File: config.mk
export PLATFORM = sky130hd
export DESIGN_NAME = seg7_scan_driver
export DESIGN_NICKNAME = d
export VERILOG_FILES = /design/src/rtl/seg7_pkg.sv /design/src/rtl/seg7_hex_decode.sv /design/src/rtl/seg7_scan_driver.sv
export SDC_FILE = /design/constraint.sdc
export NUM_CORES = 1
export LEC_CHECK = 0
export CAP_MARGIN = 20
export CELL_PAD_IN_SITES_DETAIL_PLACEMENT = 1
export CELL_PAD_IN_SITES_GLOBAL_PLACEMENT = 1
export CORE_UTILIZATION = 32
export DETAILED_ROUTE_END_ITERATION = 10
export GPL_TIMING_DRIVEN = 0
export PLACE_DENSITY = 0.64
export SLEW_MARGIN = 10
export SYNTH_ARGS = -nofsm -noshare
export SYNTH_HDL_FRONTEND = slang
export SYNTH_SLANG_ARGS = --single-unit
File: constraint.sdc
create_clock -name clk -period 3.1 [get_ports clk]
set_input_delay 0.465 -clock clk [delete_from_list [all_inputs] [get_ports clk]]
set_output_delay 0.465 -clock clk [all_outputs]
set_load 0.02 [all_outputs]
File: src/rtl/seg7_pkg.sv
// Shared seven-segment definitions: glyph table, all-off pattern, and the
// nibble-to-glyph helper used by the hex decoder and the scan driver.
// Glyph bit order is a..g from MSB to LSB, active-low.
package seg7_pkg;

  typedef logic [6:0] seg_t;

  localparam seg_t SEG7_OFF = 7'h7F;

  localparam seg_t SEG7_GLYPH [16] = '{
    7'h01, 7'h4F, 7'h12, 7'h06, 7'h4C, 7'h24, 7'h20, 7'h0F,
    7'h00, 7'h04, 7'h08, 7'h60, 7'h31, 7'h42, 7'h30, 7'h38
  };

  function automatic seg_t hex_to_seg(input logic [3:0] nibble);
    return SEG7_GLYPH[nibble];
  endfunction

endpackage

File: src/rtl/seg7_hex_decode.sv
// Combinational hex nibble to active-low seven-segment glyph.
module seg7_hex_decode
  import seg7_pkg::*;
(
  input  logic [3:0] nibble,
  output logic [6:0] glyph
);

  // Table lookup through the shared package helper
  always_comb begin
    glyph = hex_to_seg(nibble);
  end

endmodule

File: src/rtl/seg7_scan_driver.sv
// Multiplexed N-digit hex seven-segment scan driver.
// Double-buffered display word, one digit per PRESCALE clocks, with a
// one-cycle all-off anode gap at each digit change. Outputs are registered.
// Optional leading-zero blanking is enabled by defining SEG7_LZ_BLANK_EN.
module seg7_scan_driver
  import seg7_pkg::*;
#(
  parameter int NUM_DIGITS = 4,
  parameter int PRESCALE   = 50000
) (
  input  logic                    clk,
  input  logic                    reset,
  input  logic [4*NUM_DIGITS-1:0] value,
  input  logic [NUM_DIGITS-1:0]   dp_in,
  input  logic                    load,
  input  logic                    blank,
  output logic [0:6]              seg,
  output logic                    dp,
  output logic [NUM_DIGITS-1:0]   an
);

  localparam int IDX_W  = (NUM_DIGITS > 1) ? $clog2(NUM_DIGITS) : 1;
  localparam int PCNT_W = $clog2(PRESCALE);
  localparam int BUF_W  = 5 * NUM_DIGITS;

  // Buffer layout: {dp bits, hex nibbles}
  logic [PCNT_W-1:0]     pcnt;
  logic [IDX_W-1:0]      idx;
  logic [BUF_W-1:0]      shadow;
  logic [BUF_W-1:0]      disp;
  logic                  tick;
  logic                  frame_wrap;
  logic [3:0]            nib;
  logic                  cur_dp;
  logic [6:0]            glyph;
  logic                  lz_off;
  logic [NUM_DIGITS-1:0] an_next;

  assign tick       = (pcnt == PCNT_W'(PRESCALE - 1));
  assign frame_wrap = tick && (idx == IDX_W'(NUM_DIGITS - 1));

  // Prescaler and digit index; reset restarts the scan at digit 0
  always_ff @(posedge clk) begin
    if (reset) begin
      pcnt <= '0;
      idx  <= '0;
    end else if (tick) begin
      pcnt <= '0;
      idx  <= (idx == IDX_W'(NUM_DIGITS - 1)) ? '0 : idx + IDX_W'(1);
    end else begin
      pcnt <= pcnt + PCNT_W'(1);
    end
  end

  // Shadow captures on load; display copies only at frame wrap, and a load
  // on the wrap cycle bypasses the shadow so it shows immediately
  always_ff @(posedge clk) begin
    if (reset) begin
      shadow <= '0;
      disp   <= '0;
    end else begin
      if (load) shadow <= {dp_in, value};
      if (frame_wrap) disp <= load ? {dp_in, value} : shadow;
    end
  end

  // Select the current digit's nibble and decimal point
  always_comb begin
    nib    = '0;
    cur_dp = 1'b0;
    for (int unsigned i = 0; i < NUM_DIGITS; i++) begin
      if (idx == IDX_W'(i)) begin
        nib    = disp[4*i +: 4];
        cur_dp = disp[4*NUM_DIGITS + i];
      end
    end
  end

  seg7_hex_decode u_dec (
    .nibble (nib),
    .glyph  (glyph)
  );

`ifdef SEG7_LZ_BLANK_EN
  logic [IDX_W-1:0] msd;

  // Highest nonzero nibble position; digit 0 when the word is all zero
  always_comb begin
    msd = '0;
    for (int unsigned i = 0; i < NUM_DIGITS; i++) begin
      if (disp[4*i +: 4] != 4'h0) msd = IDX_W'(i);
    end
  end

  assign lz_off = (idx > msd) && !cur_dp;
`else
  assign lz_off = 1'b0;
`endif

  // Anode enable for the current slot; pcnt==0 is the inter-digit gap
  always_comb begin
    an_next = '1;
    for (int unsigned i = 0; i < NUM_DIGITS; i++) begin
      if ((pcnt != '0) && !blank && (idx == IDX_W'(i))) an_next[i] = 1'b0;
    end
  end

  // Registered pin drivers
  always_ff @(posedge clk) begin
    if (reset) begin
      seg <= SEG7_OFF;
      dp  <= 1'b1;
      an  <= '1;
    end else begin
      seg <= lz_off ? SEG7_OFF : glyph;
      dp  <= lz_off ? 1'b1 : ~cur_dp;
      an  <= an_next;
    end
  end

endmodule

==> impl_metrics.py, run 1 <==
metrics = {
    "setup_path": {
        "critPathCapture": "seg[0]$_SDFF_PP1_",
        "worst_ep_arrival_time_ns": 2.73,
        "required_ns": 3.34,
        "rrSetupSlack_ns": 0.61,
        "timing.rr.start": "idx[0]$_SDFFE_PP0N_",
        "critPathLaunchType": "flip-flop",
        "r2r-end": "seg[0]$_SDFF_PP1_",
        "critPathKind": "flip-flop to flip-flop",
        "critPathMaxFanout": 10,
        "worst_setup_path_end_kind": "flip-flop",
        "reg2regPathDepth": 8,
        "crit_start": "idx[0]$_SDFFE_PP0N_",
    },
    "route": {
        "routed_wirelength_um": 7320,
        "wl_met3_um": 214,
        "first_iter_violations": 52,
        "avgViaCountPerCell": 4.79,
        "drc": 0,
        "ant_nets": 0,
        "dr.pass1.iters": 4,
        "top_layer_used": "met4",
        "wl_met1_um": 3630,
        "wire_per_inst_um": 14.6,
        "wl_met2_um": 3330,
        "vias": 2396,
    },
    "die": {
        "die_area_mm2": 0.0108,
        "rows": 36,
        "start_util": 0.335,
        "die_y_um": 104,
        "ioPinCount": 36,
        "dieWidth_um": 104,
        "core_mm2": 0.00991,
    },
    "sta": {
        "tightest_slew_ns": 0.730,
        "period_needed_ns": 2.49,
        "finalSetupTns_ns": 0,
        "finalClockSkew_ns": 0.0105,
        "rsz0062_at_grt": "false",
        "max_freq_ghz": 0.402,
        "post-route-period-util": 0.802,
        "hold_violations": 0,
        "setup_violations": 0,
        "drv_slew": 0,
        "relSlewSlack": 0.514,
    },
    "placement": {
        "placed_cell_area_mm2": 0.00382,
        "dp_hpwl_um": 5370,
        "routabilityCongestion": 0.746,
        "io_buffers": 33,
    },
    "global_route": {
        "grt_overflow_total": 0,
        "antenna_found_initial": 0,
        "grt_max_degree": 14,
        "grt_util_all_layers": 0.146,
        "grt_pass1_wl_um": 12400,
        "grt_pass1_vias": 2530,
    },
    "clock_tree": {
        "cts_setup_buffers": 0,
        "cts.htree.levels": 3,
        "clock_sinks": 70,
        "numCtsBuffers": 9,
        "cts-hold-fix-buffers": 0,
        "clkLatencyLatePin_ns": 0.35,
        "path_clk_slew_ns": 0.08,
        "cts_buffer_depth": 2,
        "root_buffer": "clkbuf_8",
        "cts_tree": "yes",
        "ctsResizeCount": 0,
    },
    "min_path": {
        "hold_depth": 3,
        "hp-class": "input port to flip-flop",
    },
    "yosys": {
        "synthArstFlopShare": 0,
        "yosysTopAreaCellShare": 0.422,
        "synthTopCellsByArea": "dfxtp_1, mux2_4, mux2i_1, nor2_1, ha_1",
        "synth_top_area_cell": "dfxtp_1",
        "synth_edf_count": 0,
        "yosys_warnings": 0,
        "post-synth-top-count-cell": "dfxtp_1",
        "syn-instance-count": 318,
        "ys_ff_latch": 70,
        "ys_top_cells_by_count": "dfxtp_1, nor2_1, mux2i_1",
        "synth.distinct_cells": 50,
        "netlist_area_mm2": 0.00332,
        "ys_seq_area_frac": 0.422,
        "synth_fp_nets": 354,
        "syn_avg_cell_area_um2": 10.5,
        "dominantRegCellSynth": "dfxtp_1",
    },
    "layout": {
        "area_growth_pct": 20.9,
        "final_area_mm2": 0.00402,
        "diodes": 0,
        "final_nets": 398,
        "drive_above_1_share": 0.183,
    },
    "run": {
        "cap_violations": 0,
    },
    "run_status": {
        "status": "completed",
    },
    "power_and_ir_drop": {
        "p_leak_nw": 1.71,
        "power.total_mw": 1.79,
        "powerDensity_mw_per_mm2": 445,
        "ir_worst_vdd_mv": 0.152,
    },
}
cell usage in the layout, fill, tap and decap left out, types with 4 or more instances in the layout:
master,Yosys,routed
nor2_1,43,43
buf_6,5,5
nand3b_1,4,4
clkbuf_8,1,10
mux2_4,20,20
nand4_1,4,4
inv_1,13,13
and2b_2,7,7
xnor2_1,4,4
dfxtp_1,70,70
buf_2,4,4
xor2_1,9,9
nor3b_1,5,5
nand3_1,9,9
and2b_1,6,6
nor2b_1,7,7
a221o_1,4,4
o21ai_0,4,4
a21oi_1,4,4
clkdlybuf4s50_1,0,33
mux2i_1,25,25
nand2_1,11,11
clkbuf_1,6,6
ha_1,12,12
cell type report:
type	instances	area [um2]
clock inverters	7	75.1
fillers	1148	5890
multi-input cells	217	1750
plain buffers	18	128
inverters	13	48.8
flip-flops and latches	70	1400
repair buffers	33	330
well taps	133	166
clock buffers	9	124
per-layer routing:
layer | vias to the layer above | track usage
met5 | - | 0
met4 | 0 | 0.0673
met3 | 10 | 0.0307
met2 | 39 | 0.233
met1 | 1151 | 0.188
li1 | 1196 | -
how the worst min path moves through the flow:
stage                                     start                    to
after floorplan           disp[19]$_SDFFE_PP0P_         dp$_SDFF_PP1_
after global placement    disp[19]$_SDFFE_PP0P_         dp$_SDFF_PP1_
after detailed placement  disp[19]$_SDFFE_PP0P_         dp$_SDFF_PP1_
after CTS                                 reset   pcnt[15]$_SDFF_PP0_
after global routing                      reset  shadow[4]$_SDFF_PP0_
final                                     reset  shadow[4]$_SDFF_PP0_
flip-flops by register name (all words and copies together) (netlist names):
register  flops
disp         20
shadow       20
pcnt         16
seg           7
an            4
idx           2
dp            1
critical path, stage by stage, from the launching register on:
cell     delay (ns)
dfxtp_1        0.41
inv_1          0.10
ha_1           0.20
buf_2          0.18
nor3b_1        0.16
a221o_1        0.41
ha_1           0.27
or4_1          0.54
o311a_1        0.13
logic make-up (layout without fill, tap and decap cells):
| kind of cell | count (synthesis) | in the layout | synth area share |
|---|---|---|---|
| fa+ha+maj | 12 | 12 | 0.0452 |
| xor+xnor | 13 | 13 | 0.0342 |
| mux | 46 | 46 | 0.169 |
| buf+inv | 31 | 80 | 0.0531 |
| simple gates | 115 | 115 | 0.200 |
| flops | 70 | 70 | 0.422 |
| compound gates | 31 | 31 | 0.0768 |
where the power goes:
| part | total (mW) | internal, mW | leakage, nW | switching, mW |
|---|---|---|---|---|
| clock | 0.735 | 0.372 | 0.0914 | 0.363 |
| sequential | 0.933 | 0.922 | 0.571 | 0.0105 |
| combinational | 0.121 | 0.0642 | 1.04 | 0.0565 |
| total | 1.79 | 1.36 | 1.71 | 0.430 |
per-stage QoR:
stage	utilization	cells	worst slack [ns]	hold WS, ns
CTS	0.406	500	0.620	0.491
floorplan	-	318	0.881	0.447
global route	0.406	500	0.495	0.497
detailed placement	0.386	484	0.637	0.494
global placement	0.386	484	0.646	0.481
finish	0.406	500	0.613	0.498
Note: power is estimated with default switching activity, not from simulation.
==> run 2, diff against run 1 <==
==> constraint.sdc (replaced) <==
create_clock -name clk -period 2.49 [get_ports clk]
set_input_delay 0.3735 -clock clk [delete_from_list [all_inputs] [get_ports clk]]
set_output_delay 0.3735 -clock clk [all_outputs]
set_load 0.02 [all_outputs]
==> impl_metrics.py, run 2 (synthesis gave the netlist of run 1 again) <==
metrics = {
    "placement": {
        "dp_hpwl_um": 5370,
        "routabilityCongestion": 0.746,
        "io_buffers": 33,
        "placed_cell_area_mm2": 0.00382,
    },
    "setup_path": {
        "r2r-end": "seg[0]$_SDFF_PP1_",
        "critPathMaxFanout": 10,
        "rrSetupSlack_ns": 0.1,
        "reg2regPathDepth": 8,
        "critical-path-top-delay-family": "simple AND/OR/NAND/NOR gates",
        "timing.rr.start": "idx[1]$_SDFFE_PP0N_",
        "required_ns": 2.73,
        "crit_buf_inv": 2,
        "crit_chain": "inv_1 > ha_1 > buf_4 > nand3b_1 > a221o_2 > ha_2 > or4_1 > o311a_1",
        "critPathLaunchType": "flip-flop",
        "critPathMaxStageDelay_ns": 0.54,
        "cp_slowest_cell": "or4_1",
        "worst_ep_arrival_time_ns": 2.63,
        "worst_setup_path_end_kind": "flip-flop",
        "critPathKind": "flip-flop to flip-flop",
    },
    "route": {
        "avgViaCountPerCell": 4.78,
        "first_iter_violations": 59,
        "routed_wirelength_um": 7370,
        "dr.pass1.iters": 4,
        "ant_nets": 0,
        "drc": 0,
        "vias": 2397,
        "wire_per_inst_um": 14.7,
    },
    "layout": {
        "final_area_mm2": 0.00404,
        "mostFrequentLayoutCell": "dfxtp_1",
        "final_nets": 399,
        "area_growth_pct": 21.4,
        "final_cell_mix": "dfxtp_1, nor2_1, clkdlybuf4s50_1",
        "diodes": 0,
        "largestRegisters": "disp (20), shadow (20), pcnt (16)",
        "drive_above_1_share": 0.196,
    },
    "clock_tree": {
        "cts.htree.levels": 3,
        "numCtsBuffers": 9,
        "cts_buffer_depth": 2,
        "root_buffer": "clkbuf_8",
        "cts_tree": "yes",
        "clock_sinks": 70,
        "cts-hold-fix-buffers": 0,
        "clkLatencyLatePin_ns": 0.35,
        "path_clk_slew_ns": 0.08,
    },
    "sta": {
        "drv_slew": 0,
        "max_freq_ghz": 0.418,
        "post-route-period-util": 0.961,
        "relSlewSlack": 0.514,
        "setup_violations": 0,
        "rsz0062_at_grt": "false",
        "hold_violations": 0,
        "finalSetupTns_ns": 0,
        "finalClockSkew_ns": 0.0101,
        "period_needed_ns": 2.39,
        "tightest_slew_ns": 0.730,
    },
    "run_status": {
        "status": "completed",
    },
    "power_and_ir_drop": {
        "ir_worst_vdd_mv": 0.188,
        "powerDensity_mw_per_mm2": 552,
        "p_leak_nw": 1.71,
    },
    "global_route": {
        "grt_overflow_total": 0,
        "grt_max_degree": 14,
        "grt_pass1_wl_um": 12400,
        "grt_util_all_layers": 0.146,
        "antenna_found_initial": 0,
        "grt_pass1_vias": 2530,
    },
    "die": {
        "core_mm2": 0.00991,
        "die_area_mm2": 0.0108,
        "start_util": 0.335,
        "ioPinCount": 36,
        "die_y_um": 104,
        "dieWidth_um": 104,
        "rows": 36,
    },
    "run": {
        "cap_violations": 0,
    },
    "min_path": {
        "hp-start": "reset",
        "whs_endpoint": "shadow[4]$_SDFF_PP0_",
        "hold_depth": 3,
        "hp-class": "input port to flip-flop",
    },
}
-- run 2: worst reg2reg max path: stages, from the launching register on --
cell      delay (ns)
dfxtp_2         0.34
inv_1           0.07
ha_1            0.19
buf_4           0.17
nand3b_1        0.17
a221o_2         0.46
ha_2            0.22
or4_1           0.54
o311a_1         0.13
-- run 2: final cells by class --
cell class                 instances  area, um2
fill                            1148       5870
multi-input combinational        217       1750
sequential                        70       1400
timing repair buffer              34        338
tap                              133        166
buffer                            18        130
clock buffer                       9        124
clock inverter                     7       75.1
inverter                          13       48.8
-- run 2: layer usage --
layer	wire length (um)	global-route usage	vias to the layer above	share of wire
li1	-	-	1199	-
met3	185	0.0307	10	0.025
met1	3710	0.188	1152	0.50
met5	0	0	-	0
met2	3320	0.233	36	0.45
met4	146	0.0673	0	0.020
-- run 2: what timing repair did --
action                     4_1_cts  5_1_grt
buffers inserted                 0        1
gates resized for setup          0        6
setup endpoints to repair        0        4
-- run 2: metrics by stage --
stage                      util  setup slack [ns]  power [mW]  instances  hold WS (ns)
after detailed placement  0.386            0.0265        1.34        484         0.494
after global placement    0.386            0.0359        1.34        484         0.481
final                     0.407            0.0980        2.23        501         0.409
after global routing      0.407            0.0239        2.33        501         0.406
after floorplan               -             0.271        1.27        318         0.447
after CTS                 0.406            0.0101        2.26        500         0.400
-- run 2: how the worst max path moves through the flow --
stage                     depth (start not counted)                 to           startpoint  slack (ns)
final                                             8  seg[0]$_SDFF_PP1_  idx[1]$_SDFFE_PP0N_         0.1
after global routing                              8  seg[0]$_SDFF_PP1_  idx[1]$_SDFFE_PP0N_        0.02
after CTS                                         8  seg[0]$_SDFF_PP1_  idx[0]$_SDFFE_PP0N_        0.01
after detailed placement                          8  seg[0]$_SDFF_PP1_  idx[0]$_SDFFE_PP0N_        0.03
after global placement                            8  seg[0]$_SDFF_PP1_  idx[1]$_SDFFE_PP0N_        0.04
after floorplan                                   8  seg[0]$_SDFF_PP1_  idx[1]$_SDFFE_PP0N_        0.27
-- run 2: report_power, final --
group          internal [mW]  total [mW]  switching (mW)
clock network          0.463       0.917           0.454
logic                 0.0800       0.151          0.0706
registers               1.15        1.16          0.0130
